**config.mk**
```make
export PLATFORM = sky130hd
export DESIGN_NAME = sap1_controller_sequencer
export DESIGN_NICKNAME = d
export VERILOG_FILES = /design/src/rtl/sap1_ctrl_pkg.sv /design/src/rtl/sap1_ring_counter.sv /design/src/rtl/sap1_controller_sequencer.sv
export SDC_FILE = /design/constraint.sdc
export NUM_CORES = 1
export LEC_CHECK = 0
export CAP_MARGIN = 20
export CORE_ASPECT_RATIO = 0.9
export CORE_MARGIN = 10
export CORE_UTILIZATION = 45
export CTS_CLUSTER_SIZE = 10
export DETAILED_ROUTE_END_ITERATION = 12
export PLACE_DENSITY = 0.82
export SLEW_MARGIN = 20
export SYNTH_ARGS = -nofsm -noshare
export SYNTH_HDL_FRONTEND = slang
export SYNTH_SLANG_ARGS = --single-unit
```
**constraint.sdc**
```tcl
create_clock -name clk -period 3.4 [get_ports clk]
set_input_delay 1.02 -clock clk [delete_from_list [all_inputs] [get_ports clk]]
set_output_delay 1.02 -clock clk [all_outputs]
set_load 0.01 [all_outputs]
```
**src/rtl/sap1_ctrl_pkg.sv**
```systemverilog
// Shared SAP-1 control definitions: opcodes, ALU select codes, sequencer phase
// encoding and control-word bit positions (used by the controller and the ALU).
package sap1_ctrl_pkg;

    localparam logic [3:0] OP_LDA = 4'b0000;
    localparam logic [3:0] OP_ADD = 4'b0001;
    localparam logic [3:0] OP_SUB = 4'b0010;
    localparam logic [3:0] OP_AND = 4'b0011;
    localparam logic [3:0] OP_OR  = 4'b0100;
    localparam logic [3:0] OP_XOR = 4'b0101;
    localparam logic [3:0] OP_NOT = 4'b0110;
    localparam logic [3:0] OP_OUT = 4'b1110;
    localparam logic [3:0] OP_HLT = 4'b1111;

    localparam logic [2:0] SU_ADD = 3'b000;
    localparam logic [2:0] SU_SUB = 3'b001;
    localparam logic [2:0] SU_AND = 3'b010;
    localparam logic [2:0] SU_OR  = 3'b011;
    localparam logic [2:0] SU_XOR = 3'b100;
    localparam logic [2:0] SU_NOT = 3'b101;

    // INIT and HALT live outside the ring counter; RUN means T1..T6 are live.
    typedef enum logic [1:0] {
        PH_INIT = 2'd0,
        PH_RUN  = 2'd1,
        PH_HALT = 2'd2
    } phase_t;

    localparam int TSTATES = 6;
    localparam int T1_BIT  = 0;
    localparam int T2_BIT  = 1;
    localparam int T3_BIT  = 2;
    localparam int T4_BIT  = 3;
    localparam int T5_BIT  = 4;
    localparam int T6_BIT  = 5;

    localparam int CW_PC_EN    = 0;
    localparam int CW_PC_INC   = 1;
    localparam int CW_MAR_LOAD = 2;
    localparam int CW_MEM_EN   = 3;
    localparam int CW_IR_LOAD  = 4;
    localparam int CW_IR_EN    = 5;
    localparam int CW_A_LOAD   = 6;
    localparam int CW_A_EN     = 7;
    localparam int CW_B_LOAD   = 8;
    localparam int CW_OUT_LOAD = 9;
    localparam int CW_ALU_EN   = 10;
    localparam int CW_BITS     = 11;

    // Two-operand ALU instructions share the same memory-fetch micro-sequence.
    function automatic logic is_binary_alu(input logic [3:0] op);
        return (op >= OP_ADD) && (op <= OP_XOR);
    endfunction

    function automatic logic [2:0] alu_select(input logic [3:0] op);
        case (op)
            OP_ADD:  return SU_ADD;
            OP_SUB:  return SU_SUB;
            OP_AND:  return SU_AND;
            OP_OR:   return SU_OR;
            OP_XOR:  return SU_XOR;
            OP_NOT:  return SU_NOT;
            default: return SU_ADD;
        endcase
    endfunction

endpackage

```
**src/rtl/sap1_ring_counter.sv**
```systemverilog
// One-hot T1..T6 ring counter for the SAP-1 sequencer; clear forces T1 and
// takes priority over advance.
module sap1_ring_counter
    import sap1_ctrl_pkg::*;
(
    input  logic               clk,
    input  logic               rst_n,
    input  logic               clear,
    input  logic               advance,
    output logic [TSTATES-1:0] t
);

    localparam logic [TSTATES-1:0] T_FIRST = TSTATES'(1);

    always_ff @(posedge clk or negedge rst_n) begin
        if (!rst_n) begin
            t <= T_FIRST;
        end else if (clear) begin
            t <= T_FIRST;
        end else if (advance) begin
            t <= {t[TSTATES-2:0], t[TSTATES-1]};
        end
    end

endmodule

```
**src/rtl/sap1_controller_sequencer.sv**
```systemverilog
// SAP-1 controller/sequencer: INIT/RUN/HALT wrapper around the T-state ring plus
// combinational control-word decode. Optional single-step mode: SAP1_STEP_MODE_EN.
module sap1_controller_sequencer
    import sap1_ctrl_pkg::*;
#(
    parameter int OPW = 4,
    parameter int SUW = 3
)(
    input  logic           clk,
    input  logic           rst_n,
    input  logic [OPW-1:0] ir_opcode,
`ifdef SAP1_STEP_MODE_EN
    input  logic           step,
`endif
    output logic           pc_en,
    output logic           pc_inc,
    output logic           mar_load,
    output logic           mem_en,
    output logic           ir_load,
    output logic           ir_en,
    output logic           a_load,
    output logic           a_en,
    output logic           b_load,
    output logic           out_load,
    output logic           alu_en,
    output logic [SUW-1:0] alu_su,
    output logic [5:0]     tstate,
    output logic           halted
);

    logic adv;

`ifdef SAP1_STEP_MODE_EN
    logic step_q;

    always_ff @(posedge clk or negedge rst_n) begin
        if (!rst_n) begin
            step_q <= 1'b0;
        end else begin
            step_q <= step;
        end
    end

    // One advance per rising edge of step, however long it is held.
    assign adv = step & ~step_q;
`else
    assign adv = 1'b1;
`endif

    phase_t             phase;
    phase_t             phase_next;
    logic               ring_clear;
    logic               ring_adv;
    logic [TSTATES-1:0] t;

    sap1_ring_counter u_ring (
        .clk     (clk),
        .rst_n   (rst_n),
        .clear   (ring_clear),
        .advance (ring_adv),
        .t       (t)
    );

    always_ff @(posedge clk or negedge rst_n) begin
        if (!rst_n) begin
            phase <= PH_INIT;
        end else begin
            phase <= phase_next;
        end
    end

    always_comb begin
        phase_next = phase;
        ring_clear = 1'b0;
        ring_adv   = 1'b0;
        case (phase)
            PH_INIT: begin
                if (adv) begin
                    phase_next = PH_RUN;
                    ring_clear = 1'b1;
                end
            end
            PH_RUN: begin
                if (adv) begin
                    if (t[T4_BIT] && (ir_opcode == OP_HLT)) begin
                        phase_next = PH_HALT;
                    end else begin
                        ring_adv = 1'b1;
                    end
                end
            end
            PH_HALT: begin
                phase_next = PH_HALT;
            end
            default: begin
                phase_next = PH_INIT;
            end
        endcase
    end

    logic [CW_BITS-1:0] cw;
    logic [SUW-1:0]     su;

    // Raw control word for the current T-state; gated by phase and adv below.
    always_comb begin
        cw = '0;
        su = '0;
        if (phase == PH_RUN) begin
            case (1'b1)
                t[T1_BIT]: begin
                    cw[CW_PC_EN]    = 1'b1;
                    cw[CW_MAR_LOAD] = 1'b1;
                end
                t[T2_BIT]: begin
                    cw[CW_PC_INC] = 1'b1;
                end
                t[T3_BIT]: begin
                    cw[CW_MEM_EN]  = 1'b1;
                    cw[CW_IR_LOAD] = 1'b1;
                end
                t[T4_BIT]: begin
                    if ((ir_opcode == OP_LDA) || is_binary_alu(ir_opcode)) begin
                        cw[CW_IR_EN]    = 1'b1;
                        cw[CW_MAR_LOAD] = 1'b1;
                    end else if (ir_opcode == OP_OUT) begin
                        cw[CW_A_EN]     = 1'b1;
                        cw[CW_OUT_LOAD] = 1'b1;
                    end
                end
                t[T5_BIT]: begin
                    if (ir_opcode == OP_LDA) begin
                        cw[CW_MEM_EN] = 1'b1;
                        cw[CW_A_LOAD] = 1'b1;
                    end else if (is_binary_alu(ir_opcode)) begin
                        cw[CW_MEM_EN] = 1'b1;
                        cw[CW_B_LOAD] = 1'b1;
                    end
                end
                t[T6_BIT]: begin
                    if (is_binary_alu(ir_opcode) || (ir_opcode == OP_NOT)) begin
                        cw[CW_ALU_EN] = 1'b1;
                        cw[CW_A_LOAD] = 1'b1;
                        su            = alu_select(ir_opcode);
                    end
                end
                default: begin
                    cw = '0;
                end
            endcase
        end
    end

    logic [CW_BITS-1:0] cw_out;

    assign cw_out   = adv ? cw : '0;

    assign pc_en    = cw_out[CW_PC_EN];
    assign pc_inc   = cw_out[CW_PC_INC];
    assign mar_load = cw_out[CW_MAR_LOAD];
    assign mem_en   = cw_out[CW_MEM_EN];
    assign ir_load  = cw_out[CW_IR_LOAD];
    assign ir_en    = cw_out[CW_IR_EN];
    assign a_load   = cw_out[CW_A_LOAD];
    assign a_en     = cw_out[CW_A_EN];
    assign b_load   = cw_out[CW_B_LOAD];
    assign out_load = cw_out[CW_OUT_LOAD];
    assign alu_en   = cw_out[CW_ALU_EN];
    assign alu_su   = cw_out[CW_ALU_EN] ? su : '0;

    assign tstate   = (phase == PH_RUN) ? t : '0;
    assign halted   = (phase == PH_HALT);

endmodule

```
==> reports/summary.txt, run 1 <==
Status - finished clean
Total nets after synthesis - 90
Fin. Hold Viols - 0
Routed via count - 743
Number of global-route vias before repair - 763
Rel. slew slack - 74.9%
Antenna cells - 0
Critical path buffers and inverters - 5
Yosys cell types - 31
CTS Hold Bufs - 0
Setup crit start kind - primary input
Cell family with most CP delay - buffers and inverters
Final ANT Viol Nets - 0
DR iter-0 viols - 9
Fin area - 1070 um^2
Synth Register Bits - 8
Synth Area in Simple Gates - 35.6%
Achievable Freq - 0.300 GHz
Clock latency on the worst-skew pair - 0.26 ns
Reg clk slew, reported paths - 0.06 ns
Synthesis warning total - 0
Gr usage total - 11.8%
Dpl ws - -0.517 ns
DIE AREA - 3500 um^2
First-pass GRT wire length - 3280 um
Crit-path max cell delay - 0.53 ns
Commonest non-fill, non-tap cell in the layout - buf_4
Adder-cell share of the synthesized area - 5.44%
Area growth syn-to-layout - 54.6%
Initial antenna violation count - 0
Final Non-Filler Cells - 136
Setup ws final - 0.0698 ns
DRC viols - 0
Synth Area in XOR/XNOR - 1.27%
Crit-path slowest cell - clkdlybuf4s50_1
Placed Area - 1030 um^2
Worst setup startpoint - ir_opcode[3]
RR Endpoint - phase[1]
Hold endpoint - phase[1]
Die Wd - 61.3 um
Cell count after placement - 130
Setup violators final - 0
Boundary pin count - 27
Final net count - 131
Initial Util - 47.6%
Total power - 0.575 mW
Largest net degree at the start of global routing - 9
Largest family of logic cells by synthesized area - simple AND/OR/NAND/NOR gates
Reg-to-Reg Start - phase[1]
Port Buffers - 26
Post-DR vias/cell - 5.46
Synth Instances - 81
PwrDens - 539 nW/um^2
CP endpoint kind - output port
Most frequent cells in the layout - 14 x buf_4, 13 x clkdlybuf4s50_1, 11 x nand2_1
Total of max-cap violations - 0
Clk buf depth - 2
Multiplexer share of the synthesized area - 8.89%
Proportion of layout cells with a drive suffix above 1 - 24.8%
Worst EP arrival - 2.31 ns
Post-Route Skew - 0.00660 ns
Setup TNS - 0 ns
Wirelength per Cell - 14.9 um
VDD IR-drop max - 0.414 mV
CTS tree - built
Syn Area/Cell - 8.51 um^2
Period utilisation layout - 97.9%
Root buffer cell - clkbuf_4
Post-synthesis compound-gate area fraction - 12.2%
Unrepaired setup endpoints after global routing - false
Die Y - 57.1 um
Clock sinks - 8
# rows - 13
R2R Setup Slk - 1.65 ns
LEAKAGE - 0.512 nW
FILL cells - 111
Routed Wire Length - 2030 um
CP cell instances - dlygate4sd2_1 > buf_4 > inv_1 > buf_4 > a41o_1 > clkdlybuf4s50_1
Hold depth - 1
CP Class - primary input to output port
Pins Over Slew Limit - 0
Worst EP required - 2.38 ns
R2R cell count - 6
Critical hold path startpoint - phase[1]
H-tree levels - 1
DRT Pass-1 Iters - 4
CP most frequent cell - buf_4
Std-Cell Core Area - 1450 um^2
Sequential cell area fraction in the yosys report - 29.2%
Largest fanout on the critical path - 3
Syn Std Cell Area - 689 um^2
Hpwl dp - 1630 um
Least-Margin Pin Slew - 0.376 ns
Min Tclk post-route - 3.33 ns
TritonCTS Buffers - 3
GPL Wtd Cong - 0.837
GR Overflow Total - 0
Hold Crit Class - register to register
[metal layers]
| metal | vias to the layer above | share of wire, % | track usage (%) |
|---|---|---|---|
| li1 | 363 | - | - |
| met1 | 347 | 41 | 12.5 |
| met2 | 26 | 46 | 18.9 |
| met3 | 7 | 11 | 4.42 |
| met4 | 0 | 2.6 | 7.82 |
| met5 | - | 0 | 0 |
[power by group]
group,internal [mW],leakage [nW],switching [mW]
logic,0.160,0.394,0.155
registers,0.134,0.103,0.0453
clock network,0.0451,0.0150,0.0355
[layout make-up]
class / count / area, um^2 / area share, %
Multi-Input combinational cell: 62 / 443 / 41.5
Timing Repair Buffer: 40 / 350 / 32.9
Sequential cell: 8 / 201 / 18.9
Clock buffer: 4 / 26.3 / 2.46
Inverter: 7 / 26.3 / 2.46
Tap cell: 15 / 18.8 / 1.76
[metrics by stage]
step | hold slack (ns) | util [%]
2_1_floorplan | 0.506 | -
3_3_place_gp | 0.525 | 71.4
3_5_place_dp | 0.528 | 71.4
4_1_cts | 0.551 | 73.5
5_1_grt | 0.588 | 73.6
6_report | 0.547 | 73.6
[sequential cells by signal, summed over array words and instances (netlist names)]
register / count
phase: 2
u_ring.t: 6
[worst reg2reg max path: cells and delay by family, from the launching register on]
| kind | cells | cell delay, ns |
|---|---|---|
| multiplexers | 1 | 0.37 |
| adder cells (fa/ha/maj) | 1 | 0.26 |
| flip-flops | 1 | 0.39 |
| buffers and inverters | 3 | 0.35 |
| AO/OA/AOI/OAI | 1 | 0.27 |
[kinds of logic (layout without fill, tap and decap cells)]
| family | Yosys count | in the layout |
|---|---|---|
| AND/OR/NAND/NOR | 41 | 41 |
| adder cells (fa/ha/maj) | 3 | 3 |
| multiplexers | 6 | 6 |
| AO/OA/AOI/OAI | 11 | 11 |
| flip-flops | 8 | 8 |
| XOR/XNOR | 1 | 1 |
| buffers and inverters | 11 | 51 |
[synthesized netlist by cell type]
cell / count / share of area (%)
nand2_1: 11 / 6.0
nor4b_4: 1 / 3.4
inv_1: 7 / 3.8
nor3b_1: 3 / 3.3
nor4_1: 2 / 1.8
ha_1: 3 / 5.4
dfrtp_1: 7 / 25
nand3_2: 1 / 1.5
o21ai_0: 1 / 0.73
o221a_2: 1 / 1.6
buf_2: 2 / 1.5
a21oi_4: 1 / 2.4
nand3_1: 2 / 1.5
a41o_1: 1 / 1.5
a31oi_1: 1 / 0.91
and2_1: 5 / 4.5
mux2i_1: 5 / 7.3
a211oi_1: 1 / 1.1
mux2_2: 1 / 1.6
and2_2: 1 / 1.1
nor2b_1: 1 / 0.91
nor3_1: 3 / 2.2
xnor2_1: 1 / 1.3
buf_4: 2 / 2.2
nor4b_2: 1 / 2.2
nand3b_1: 2 / 2.2
a21oi_1: 4 / 2.9
and4_1: 1 / 1.3
nor2_1: 7 / 3.8
dfstp_2: 1 / 3.8
a21boi_1: 1 / 1.1
[worst max-delay path by stage]
stage                     slack (ns)  cells after the start   endpoint
after floorplan                 0.39                      4   out_load
after global placement         -0.41                      6     b_load
after detailed placement       -0.52                      5  alu_su[2]
after CTS                       0.02                      7     mem_en
after global routing           0.004                      7     mem_en
final                           0.07                      6   mar_load
[repair_timing]
item,in CTS,in global routing
setup buffers,2,0
gates resized for setup,24,1
setup endpoints to repair,11,5
pin swaps,2,1
No activity file was read; power rests on OpenSTA's default activity.
==> run 2, diff against run 1 <==
--- a/config.mk
+++ b/config.mk
@@ -7,10 +7,12 @@
 export LEC_CHECK = 0
 export CAP_MARGIN = 20
 export CORE_ASPECT_RATIO = 0.9
-export CORE_MARGIN = 10
+export CORE_MARGIN = 3
 export CORE_UTILIZATION = 45
 export CTS_CLUSTER_SIZE = 10
 export DETAILED_ROUTE_END_ITERATION = 12
+export GPL_ROUTABILITY_DRIVEN = 0
+export GPL_TIMING_DRIVEN = 0
 export PLACE_DENSITY = 0.82
 export SLEW_MARGIN = 20
 export SYNTH_ARGS = -nofsm -noshare
==> run 2 against run 1 <==
Effect of this change:
- largest power group unchanged
- non-clock buffer count decreased by 9
- critical endpoint is now out_load
- clock skew down 0.00076 ns
- clock-buffer cell count unchanged
==> reports/summary.txt, run 2 (same netlist as run 1, synthesis figures left out) <==
Status - finished clean
Clock latency on the worst-skew pair - 0.26 ns
DRT Pass-1 Iters - 4
Port Buffers - 24
Antenna cells - 0
GR Overflow Total - 0
Largest net degree at the start of global routing - 11
Root buffer cell - clkbuf_4
Min Tclk post-route - 3.35 ns
Worst EP arrival - 2.33 ns
Least-Margin Pin Slew - 0.359 ns
Wirelength per Cell - 14.6 um
Met2 usage - 30.5%
Dpl ws - -0.553 ns
Leading registers by flop count - u_ring.t x6, phase x2
PwrDens - 578 nW/um^2
Unrepaired setup endpoints after global routing - true
Routed Wire Length - 1840 um
Most frequent cells in the layout - 15 x clkdlybuf4s50_1, 10 x nand2_1, 7 x inv_1, 7 x nor2_1, 7 x dfrtp_1
Initial Util - 51.6%
Final ANT Viol Nets - 0
H-tree levels - 1
Rel. slew slack - 76.0%
Hpwl dp - 1290 um
TritonCTS Buffers - 3
Die Y - 43.1 um
Crit-path slowest cell - clkdlybuf4s50_1
Number of global-route vias before repair - 656
CP endpoint kind - output port
Reg clk slew, reported paths - 0.06 ns
DR iter-0 viols - 20
VDD IR-drop max - 0.577 mV
Core Util, Final - 74.0%
Most Used Layer, Global Route - met2
CP Class - primary input to output port
Post-DR vias/cell - 5.67
CTS tree - built
Post-Route Skew - 0.00584 ns
Area growth syn-to-layout - 43.4%
DRC viols - 0
Largest Register - u_ring.t
Initial antenna violation count - 0
Setup violators final - 0
CP cell instances - clkdlybuf4s15_2 > inv_1 > nor4_2 > buf_4 > clkdlybuf4s50_1
Placed Area - 947 um^2
Largest fanout on the critical path - 4
Std-Cell Core Area - 1340 um^2
Worst EP required - 2.38 ns
Max FFs per register - 6
Achievable Freq - 0.298 GHz
Die Wd - 47.3 um
Met3 Track Usage GR - 4.24%
Fin. Hold Viols - 0
Proportion of layout cells with a drive suffix above 1 - 24.1%
Total of max-cap violations - 0
Total power - 0.571 mW
Gr usage total - 21.0%
Pins Over Slew Limit - 0
Hold Crit Class - register to register
Boundary pin count - 27
Setup crit start kind - primary input
Crit-path max cell delay - 0.52 ns
CTS Hold Bufs - 0
Fin area - 988 um^2
Routed via count - 714
First-pass GRT wire length - 3110 um
# rows - 12
Clk buf depth - 2
DIE AREA - 2040 um^2
Clock sinks - 8
Period utilisation layout - 98.6%
Setup ws final - 0.0485 ns
Commonest non-fill, non-tap cell in the layout - clkdlybuf4s50_1
Met1 Use GR - 30.3%
LEAKAGE - 0.442 nW
Final net count - 122
==> run 2: cell types whose count changed in the layout (fill, tap and decap cells not counted), sizes merged <==
cell           previous run  this run
dlygate4sd2               8         4
clkdlybuf4s50            13        15
buf                      16         8
dlymetal6s2s              1         0
clkdlybuf4s15             2         1
clkbuf                    4         7
==> run 2: what timing repair did <==
item / in CTS / in global routing
pin swaps: 1 / 1
setup endpoints to repair: 11 / 6
setup buffers: 3 / 0
gates resized for setup: 17 / 8
==> run 2: path summary, 6_finish.rpt <==
kind                               from           to  slack [ns]  depth (start not counted)
setup / recovery           ir_opcode[3]     out_load        0.05                          5
hold / removal                 phase[1]     phase[1]        0.54                          1
hold reg to reg                phase[1]     phase[1]        0.54                          1
setup reg to reg               phase[1]     phase[1]        1.73                          5
max in group asynchronous         rst_n  u_ring.t[0]        2.06                          1
min in group asynchronous         rst_n     phase[0]        1.03                          1
==> run 2: critical path: cells and delay by family <==
kind,cells,cell delay [ns]
and+or+nand+nor,1,0.30
buffers and inverters,4,1.01
==> run 2: area by class of cell <==
type,instances,area (um^2)
Fill cell,113,348
Timing Repair Buffer,27,239
Buffer,4,25.0
Tap cell,14,17.5
Sequential cell,8,201
Inverter,7,26.3
Clock buffer,4,26.3
Multi-Input combinational cell,62,453
==> run 2: routing by layer <==
metal,part of all wire (%),vias to the layer above
met5,0,-
met4,1.6,0
met3,4.5,4
met2,46,30
met1,48,337
li1,-,343
==> run 2: power by group <==
part | internal (mW) | switching (mW)
combinational | 0.154 | 0.154
clock | 0.0452 | 0.0376
sequential | 0.133 | 0.0468
==> run 2: per-stage QoR <==
step / TNS, ns / instances / hold WS (ns)
2_1_floorplan: 0 / 81 / 0.506
3_3_place_gp: -4.01 / 119 / 0.521
3_5_place_dp: -3.99 / 119 / 0.528
4_1_cts: 0 / 126 / 0.542
5_1_grt: -0.0317 / 126 / 0.585
6_report: 0 / 126 / 0.538
